===== src/rtl/merge_pkg.sv =====
// Shared types and defaults for the result merge buffer.
package merge_pkg;

    typedef enum logic {
        SRC_1 = 1'b0,
        SRC_2 = 1'b1
    } src_e;

    localparam int unsigned DATA_W_DEF = 32;
    localparam int unsigned DEPTH_DEF  = 4;
    localparam int unsigned SLACK_DEF  = 2;

    // Occupancy counter must represent 0..DEPTH inclusive.
    function automatic int unsigned cnt_width(input int unsigned depth);
        return $clog2(depth) + 1;
    endfunction

endpackage


===== src/rtl/merge_fifo.sv =====
// Per-stream circular FIFO with push, pop and flush; flush overrides both.
module merge_fifo
    import merge_pkg::*;
#(
    parameter  int unsigned DATA_W = DATA_W_DEF,
    parameter  int unsigned DEPTH  = DEPTH_DEF,
    localparam int unsigned CNT_W  = cnt_width(DEPTH),
    localparam int unsigned PTR_W  = $clog2(DEPTH)
) (
    input  logic              clk,
    input  logic              reset,
    input  logic              i_push,
    input  logic              i_pop,
    input  logic              i_flush,
    input  logic [DATA_W-1:0] i_wdata,
    output logic [DATA_W-1:0] o_rdata_c,
    output logic [CNT_W-1:0]  o_count,
    output logic              o_empty_c
);

    logic [DATA_W-1:0] r_mem [DEPTH];
    logic [PTR_W-1:0]  r_wr_ptr;
    logic [PTR_W-1:0]  r_rd_ptr;
    logic [CNT_W-1:0]  r_count;

    // Pointers wrap naturally because DEPTH is a power of two.
    always_ff @(posedge clk or posedge reset) begin
        if (reset) begin
            r_wr_ptr <= '0;
            r_rd_ptr <= '0;
            r_count  <= '0;
        end else if (i_flush) begin
            r_wr_ptr <= '0;
            r_rd_ptr <= '0;
            r_count  <= '0;
        end else begin
            if (i_push) begin
                r_wr_ptr <= r_wr_ptr + PTR_W'(1);
            end
            if (i_pop) begin
                r_rd_ptr <= r_rd_ptr + PTR_W'(1);
            end
            r_count <= r_count + CNT_W'(i_push) - CNT_W'(i_pop);
        end
    end

    always_ff @(posedge clk) begin
        if (i_push && !i_flush) begin
            r_mem[r_wr_ptr] <= i_wdata;
        end
    end

    assign o_rdata_c = r_mem[r_rd_ptr];
    assign o_count   = r_count;
    assign o_empty_c = (r_count == '0);

endmodule


===== src/rtl/result_merge_buffer.sv =====
// Merges two no-backpressure result streams round-robin onto one valid/ready output.
// Optional per-stream accept counters are enabled with MERGE_STATS_EN.
module result_merge_buffer
    import merge_pkg::*;
#(
    parameter  int unsigned DATA_W = DATA_W_DEF,
    parameter  int unsigned DEPTH  = DEPTH_DEF,
    parameter  int unsigned SLACK  = SLACK_DEF,
    localparam int unsigned CNT_W  = cnt_width(DEPTH)
) (
    input  logic              clk,
    input  logic              reset,
    input  logic [DATA_W-1:0] in_data_1,
    input  logic [DATA_W-1:0] in_data_2,
    input  logic              in_valid_1,
    input  logic              in_valid_2,
    input  logic              flush_1,
    input  logic              flush_2,
    output logic [DATA_W-1:0] out_data,
    output logic              out_src,
    output logic              out_valid,
    input  logic              out_ready,
    output logic              stall_req,
    output logic              overflow_1,
    output logic              overflow_2
`ifdef MERGE_STATS_EN
    ,
    output logic [31:0]       stat_cnt_1,
    output logic [31:0]       stat_cnt_2
`endif
);

    localparam logic [CNT_W-1:0] FULL_CNT  = CNT_W'(DEPTH);
    localparam logic [CNT_W-1:0] STALL_CNT = CNT_W'(DEPTH - SLACK);

    logic [DATA_W-1:0] w_rdata_1, w_rdata_2;
    logic [CNT_W-1:0]  w_count_1, w_count_2;
    logic              w_empty_1, w_empty_2;
    logic              w_avail_1, w_avail_2;
    logic              w_load;
    logic              w_pop_1, w_pop_2;
    logic              w_push_1, w_push_2;
    logic              w_drop_1, w_drop_2;
    logic              w_contend;

    logic [DATA_W-1:0] r_out_data;
    src_e              r_out_src;
    logic              r_out_valid;
    src_e              r_rr_next;
    logic              r_ovf_1, r_ovf_2;

    merge_fifo #(.DATA_W(DATA_W), .DEPTH(DEPTH)) u_fifo_1 (
        .clk       (clk),
        .reset     (reset),
        .i_push    (w_push_1),
        .i_pop     (w_pop_1),
        .i_flush   (flush_1),
        .i_wdata   (in_data_1),
        .o_rdata_c (w_rdata_1),
        .o_count   (w_count_1),
        .o_empty_c (w_empty_1)
    );

    merge_fifo #(.DATA_W(DATA_W), .DEPTH(DEPTH)) u_fifo_2 (
        .clk       (clk),
        .reset     (reset),
        .i_push    (w_push_2),
        .i_pop     (w_pop_2),
        .i_flush   (flush_2),
        .i_wdata   (in_data_2),
        .o_rdata_c (w_rdata_2),
        .o_count   (w_count_2),
        .o_empty_c (w_empty_2)
    );

    // A flushed stream is never a pop candidate, so the other one can still be served.
    assign w_avail_1 = !w_empty_1 && !flush_1;
    assign w_avail_2 = !w_empty_2 && !flush_2;
    assign w_load    = !r_out_valid || out_ready;
    assign w_contend = w_load && w_avail_1 && w_avail_2;

    always_comb begin
        w_pop_1 = 1'b0;
        w_pop_2 = 1'b0;
        if (w_load) begin
            if (w_avail_1 && w_avail_2) begin
                w_pop_1 = (r_rr_next == SRC_1);
                w_pop_2 = (r_rr_next == SRC_2);
            end else begin
                w_pop_1 = w_avail_1;
                w_pop_2 = w_avail_2;
            end
        end
    end

    // A full FIFO still accepts a write when it is popped on the same edge.
    assign w_push_1 = in_valid_1 && !flush_1 && ((w_count_1 < FULL_CNT) || w_pop_1);
    assign w_push_2 = in_valid_2 && !flush_2 && ((w_count_2 < FULL_CNT) || w_pop_2);
    assign w_drop_1 = in_valid_1 && !flush_1 && !w_push_1;
    assign w_drop_2 = in_valid_2 && !flush_2 && !w_push_2;

    always_ff @(posedge clk or posedge reset) begin
        if (reset) begin
            r_out_valid <= 1'b0;
            r_out_data  <= '0;
            r_out_src   <= SRC_1;
            r_rr_next   <= SRC_1;
            r_ovf_1     <= 1'b0;
            r_ovf_2     <= 1'b0;
        end else begin
            if (w_pop_1) begin
                r_out_valid <= 1'b1;
                r_out_data  <= w_rdata_1;
                r_out_src   <= SRC_1;
            end else if (w_pop_2) begin
                r_out_valid <= 1'b1;
                r_out_data  <= w_rdata_2;
                r_out_src   <= SRC_2;
            end else if (w_load) begin
                r_out_valid <= 1'b0;
            end
            if (w_contend) begin
                r_rr_next <= (r_rr_next == SRC_1) ? SRC_2 : SRC_1;
            end
            if (w_drop_1) begin
                r_ovf_1 <= 1'b1;
            end
            if (w_drop_2) begin
                r_ovf_2 <= 1'b1;
            end
        end
    end

    assign out_valid  = r_out_valid;
    assign out_data   = r_out_data;
    assign out_src    = r_out_src;
    assign overflow_1 = r_ovf_1;
    assign overflow_2 = r_ovf_2;

    // Depends only on registered counts, so no input reaches the global stall.
    assign stall_req  = (w_count_1 >= STALL_CNT) || (w_count_2 >= STALL_CNT);

`ifdef MERGE_STATS_EN
    logic [31:0] r_stat_1, r_stat_2;

    always_ff @(posedge clk or posedge reset) begin
        if (reset) begin
            r_stat_1 <= '0;
            r_stat_2 <= '0;
        end else if (r_out_valid && out_ready) begin
            if (r_out_src == SRC_1) begin
                r_stat_1 <= r_stat_1 + 32'd1;
            end else begin
                r_stat_2 <= r_stat_2 + 32'd1;
            end
        end
    end

    assign stat_cnt_1 = r_stat_1;
    assign stat_cnt_2 = r_stat_2;
`endif

endmodule


===== config.mk =====
export PLATFORM = sky130hd
export DESIGN_NAME = result_merge_buffer
export DESIGN_NICKNAME = d
export VERILOG_FILES = /design/src/rtl/merge_pkg.sv /design/src/rtl/merge_fifo.sv /design/src/rtl/result_merge_buffer.sv
export SDC_FILE = /design/constraint.sdc
export NUM_CORES = 1
export LEC_CHECK = 0
export BUFFER_PORTS_ARGS = -buffer_cell sky130_fd_sc_hd__buf_2
export CAP_MARGIN = 10
export CORE_MARGIN = 5
export CORE_UTILIZATION = 35
export CTS_CLUSTER_SIZE = 40
export DETAILED_ROUTE_END_ITERATION = 10
export HOLD_SLACK_MARGIN = 0.05
export PLACE_DENSITY = 0.62
export SLEW_MARGIN = 20
export SYNTH_ARGS = -nofsm -noshare
export SYNTH_HDL_FRONTEND = slang
export SYNTH_SLANG_ARGS = --single-unit

===== constraint.sdc =====
create_clock -name clk -period 3.8 [get_ports clk]
set_clock_uncertainty 0.1 [all_clocks]
set_input_delay 0.19 -clock clk [delete_from_list [all_inputs] [get_ports clk]]
set_output_delay 0.19 -clock clk [all_outputs]
set_load 0.02 [all_outputs]

==> run metrics <==
Post-synth ARST share=16.6%; Netlist cell types=29; peak supply drop=425 µV; row cnt=67; met3 usage=2.59%; hpwl dp=15.9 mm; Die Height=194 µm; WL final=24.6 mm; P_leak=0.00535 µW; Worst Reg-to-Reg Cells=11; critical path, cell by cell=nor3_1 > or2_1 > a211o_2 > buf_4 > nand2_1 > o21bai_1 > ha_1 > inv_1 > fa_1 > xnor2_1 > nor2_1; Core ar.=33400 µm²; Hold Slack=0.299 ns; largest net degree at the start of global routing=39; Overflow after GRT=0; Top Ports=108; Slew Viols, Final=0; RR Endpoint=u_fifo_1.o_count[2]; share of the synthesized area in the top cell type=65.2%; layout overhead on the synthesized area=24.7%; Reg area=8970 µm²; reg-to-reg slack, setup=0.80 ns; number of global-route vias before repair=6437; die width=194 µm; routability-driven placement congestion ratio=0.737; Fillers=2950; Min Clock Period, post-route=3.00 ns; Synth Instances=590; gr busiest metal=met2; Int Power=6920 µW; via count=5888; Slew @ Worst Pin=0.961 ns; CTS root buf=clkbuf_16; area taken by multi-input logic gates=2650 µm²; syn nets=676; hold buffers post-CTS=70; sequential area share after synthesis=76.1%; Final Instance Area=14700 µm²; crit-path leading delay family=simple AND/OR/NAND/NOR gates; Setup crit end kind=flop; WP data required=4.09 ns; Die ar.=37400 µm²; first-pass GRT wire length=38.4 mm; clock latency on the worst-skew pair=0.52 ns; Finished Layout Cells=1262; postcts setup bufs=0; CP Launch Type=flop; Clock Power Share=32.1%; initial antenna violation count=0; # H-tree levels=2; Clock transition at path regs=0.07 ns; CTS Buf Count=34; met2 Use GR=22.2%; TritonCTS clock tree=built; Reg2Reg Launch Point=u_fifo_1.o_count[1]; Clock Sinks=307; Global Route Usage Sum=13.2%; Power Density=664 nW/µm²; Placed Cells incl. Taps=1130; CP max FO=32; post-cts sizing count=0; Max Cap Viol=0; nets@finish=874; DP Area=12900 µm²; most used flip-flop cell after synthesis=edfxtp_1; vias per inst=4.67; status=finished, final reports clean; # port buffers=107; diodes inserted=0; Critical Path AT=3.29 ns; crit path kind=flop to flop; Buffers & Inverters on Critical Path=2; Post-Synthesis Cell Area=11800 µm²; Yosys warning count=0; sw frac=29.1%; Starting DRT DRC Count=314; met1 Use GR=18.1%; final hold violations=0; Slowest-stage cell, CP=buf_4; final worst-path cycle share=79.0%; critical path startpoint=u_fifo_1.o_count[1]; Final setup violation count=0; Starting Density=35.3%; Max transition margin=35.9%; Seq cells post-synth=307; TritonRoute pass-1 iters=4; RSZ-0062 raised after global routing=no; total negative slack=0 ns; synth top area cells=edfxtp_1 (65%), mux4_2 (12%), dfrtp_1 (11%); Comb power frac=23.5%; sw power=2840 µW; Detail Route Antenna Nets=0; Reg power frac=44.4%; maximum clock rate=333 MHz; layout cell share with drive strength beyond 1=30.7%; cell accounting for the most synthesized area=edfxtp_1; post-route DRC violation count=0; DR WL/cell=19.5 µm; worst-case clock buffer depth=3; Crit path largest cell delay=0.56 ns; Hold WC Path Type=input pin to async pin; syn avg cell area=20.0 µm²; Post-synth EDFFs=256
## power groups by stage
| stage | Clock, µW | Combinational [µW] | Sequential, µW |
|---|---|---|---|
| 6_report | 3130 | 2290 | 4340 |
| 5_1_grt | 3360 | 2540 | 4400 |
| 3_5_place_dp | 0 | 2300 | 4420 |
| 4_1_cts | 3210 | 2370 | 4360 |
| 3_3_place_gp | 0 | 2280 | 4410 |
| 2_1_floorplan | 0 | 1450 | 4490 |
## per-stage QoR
step	power (µW)	setup slack [ns]	utilization, %
after global routing	10300	0.508	44.1
after floorplan	5930	0.975	-
after CTS	9930	0.782	44.1
final	9760	0.800	44.1
after global placement	6690	0.841	38.7
after detailed placement	6720	0.804	38.7
## per-layer routing
metal,vias to the layer above,part of all wire (%)
met4,0,1.4
met3,30,4.6
met2,129,50
met5,-,0
li1,2716,-
met1,3013,44
## sequential cells by signal, indices dropped and copies added, names as in the netlist, 2 cells and up
name,cells
u_fifo_1.o_count,3
u_fifo_2.r_mem,128
u_fifo_2.r_wr_ptr,2
u_fifo_1.r_wr_ptr,2
u_fifo_1.r_mem,128
u_fifo_1.r_rd_ptr,2
u_fifo_2.r_rd_ptr,2
u_fifo_2.o_count,3
out_data,32
## worst register-to-register path, stage by stage (launching register included)
cell,delay [ns]
dfrtp_1,0.42
nor3_1,0.24
or2_1,0.18
a211o_2,0.26
buf_4,0.56
nand2_1,0.16
o21bai_1,0.16
ha_1,0.16
inv_1,0.04
fa_1,0.38
xnor2_1,0.15
nor2_1,0.06
## logic make-up (layout without fill, tap and decap cells)
group                    count (synthesis)  in the layout  share of synthesized area, %
AO/OA/AOI/OAI                           45             45                          2.09
XOR/XNOR                                 5              5                         0.372
flip-flops                             307            307                          76.1
multiplexers                           101            101                          15.4
buffers and inverters                   45            269                          1.62
adder cells (fa/ha/maj)                 15             15                          1.72
AND/OR/NAND/NOR                         72             72                          2.75
## layout make-up
cell class / count / share of cell area, %
Clock inverter: 16 / 1.03
Multi-Input combinational cell: 238 / 18.0
Clock buffer: 46 / 6.30
Tap cell: 448 / 3.81
Sequential cell: 307 / 61.0
Timing Repair Buffer: 192 / 9.43
Inverter: 15 / 0.383
## cell usage after synthesis, types with 8 or more instances
| cell type | n |
|---|---|
| clkbuf_1 | 19 |
| and2_1 | 8 |
| mux2i_1 | 35 |
| dfrtp_1 | 51 |
| buf_2 | 9 |
| o21ai_0 | 35 |
| nor2_1 | 12 |
| nand2_1 | 37 |
| ha_1 | 13 |
| mux4_2 | 64 |
| inv_1 | 15 |
| edfxtp_1 | 256 |
## worst max path at each step
stage                                       to  cells after the start
final                      u_fifo_1.o_count[2]                     11
after global routing       u_fifo_1.o_count[2]                     11
after CTS                  u_fifo_1.o_count[2]                     11
after detailed placement   u_fifo_1.o_count[2]                     11
after global placement     u_fifo_1.o_count[2]                     11
after floorplan           u_fifo_1.r_mem[0][0]                      7
## cells in the final DEF, fill, tap and decap left out, types with 2 or more instances in the layout
cell and n:
dlygate4sd3_1 70, fa_1 2, o21ai_0 34, nor3_1 3, nor2_1 12, mux2_2 2, clkbuf_1 9, buf_2 107
clkbuf_8 3, clkbuf_16 34, nand2_1 37, a21oi_1 2, and2_2 8, dfrtp_2 4, inv_1 14, xnor2_1 5
o21bai_1 2, nand2b_1 6, buf_12 3, clkinv_2 4, dfrtp_1 47, edfxtp_1 256, mux2i_1 35, ha_1 13
o21a_1 2, clkinv_1 6, mux4_2 64, nor2b_1 4, buf_4 12
No activity file was read; power rests on OpenSTA's default activity.
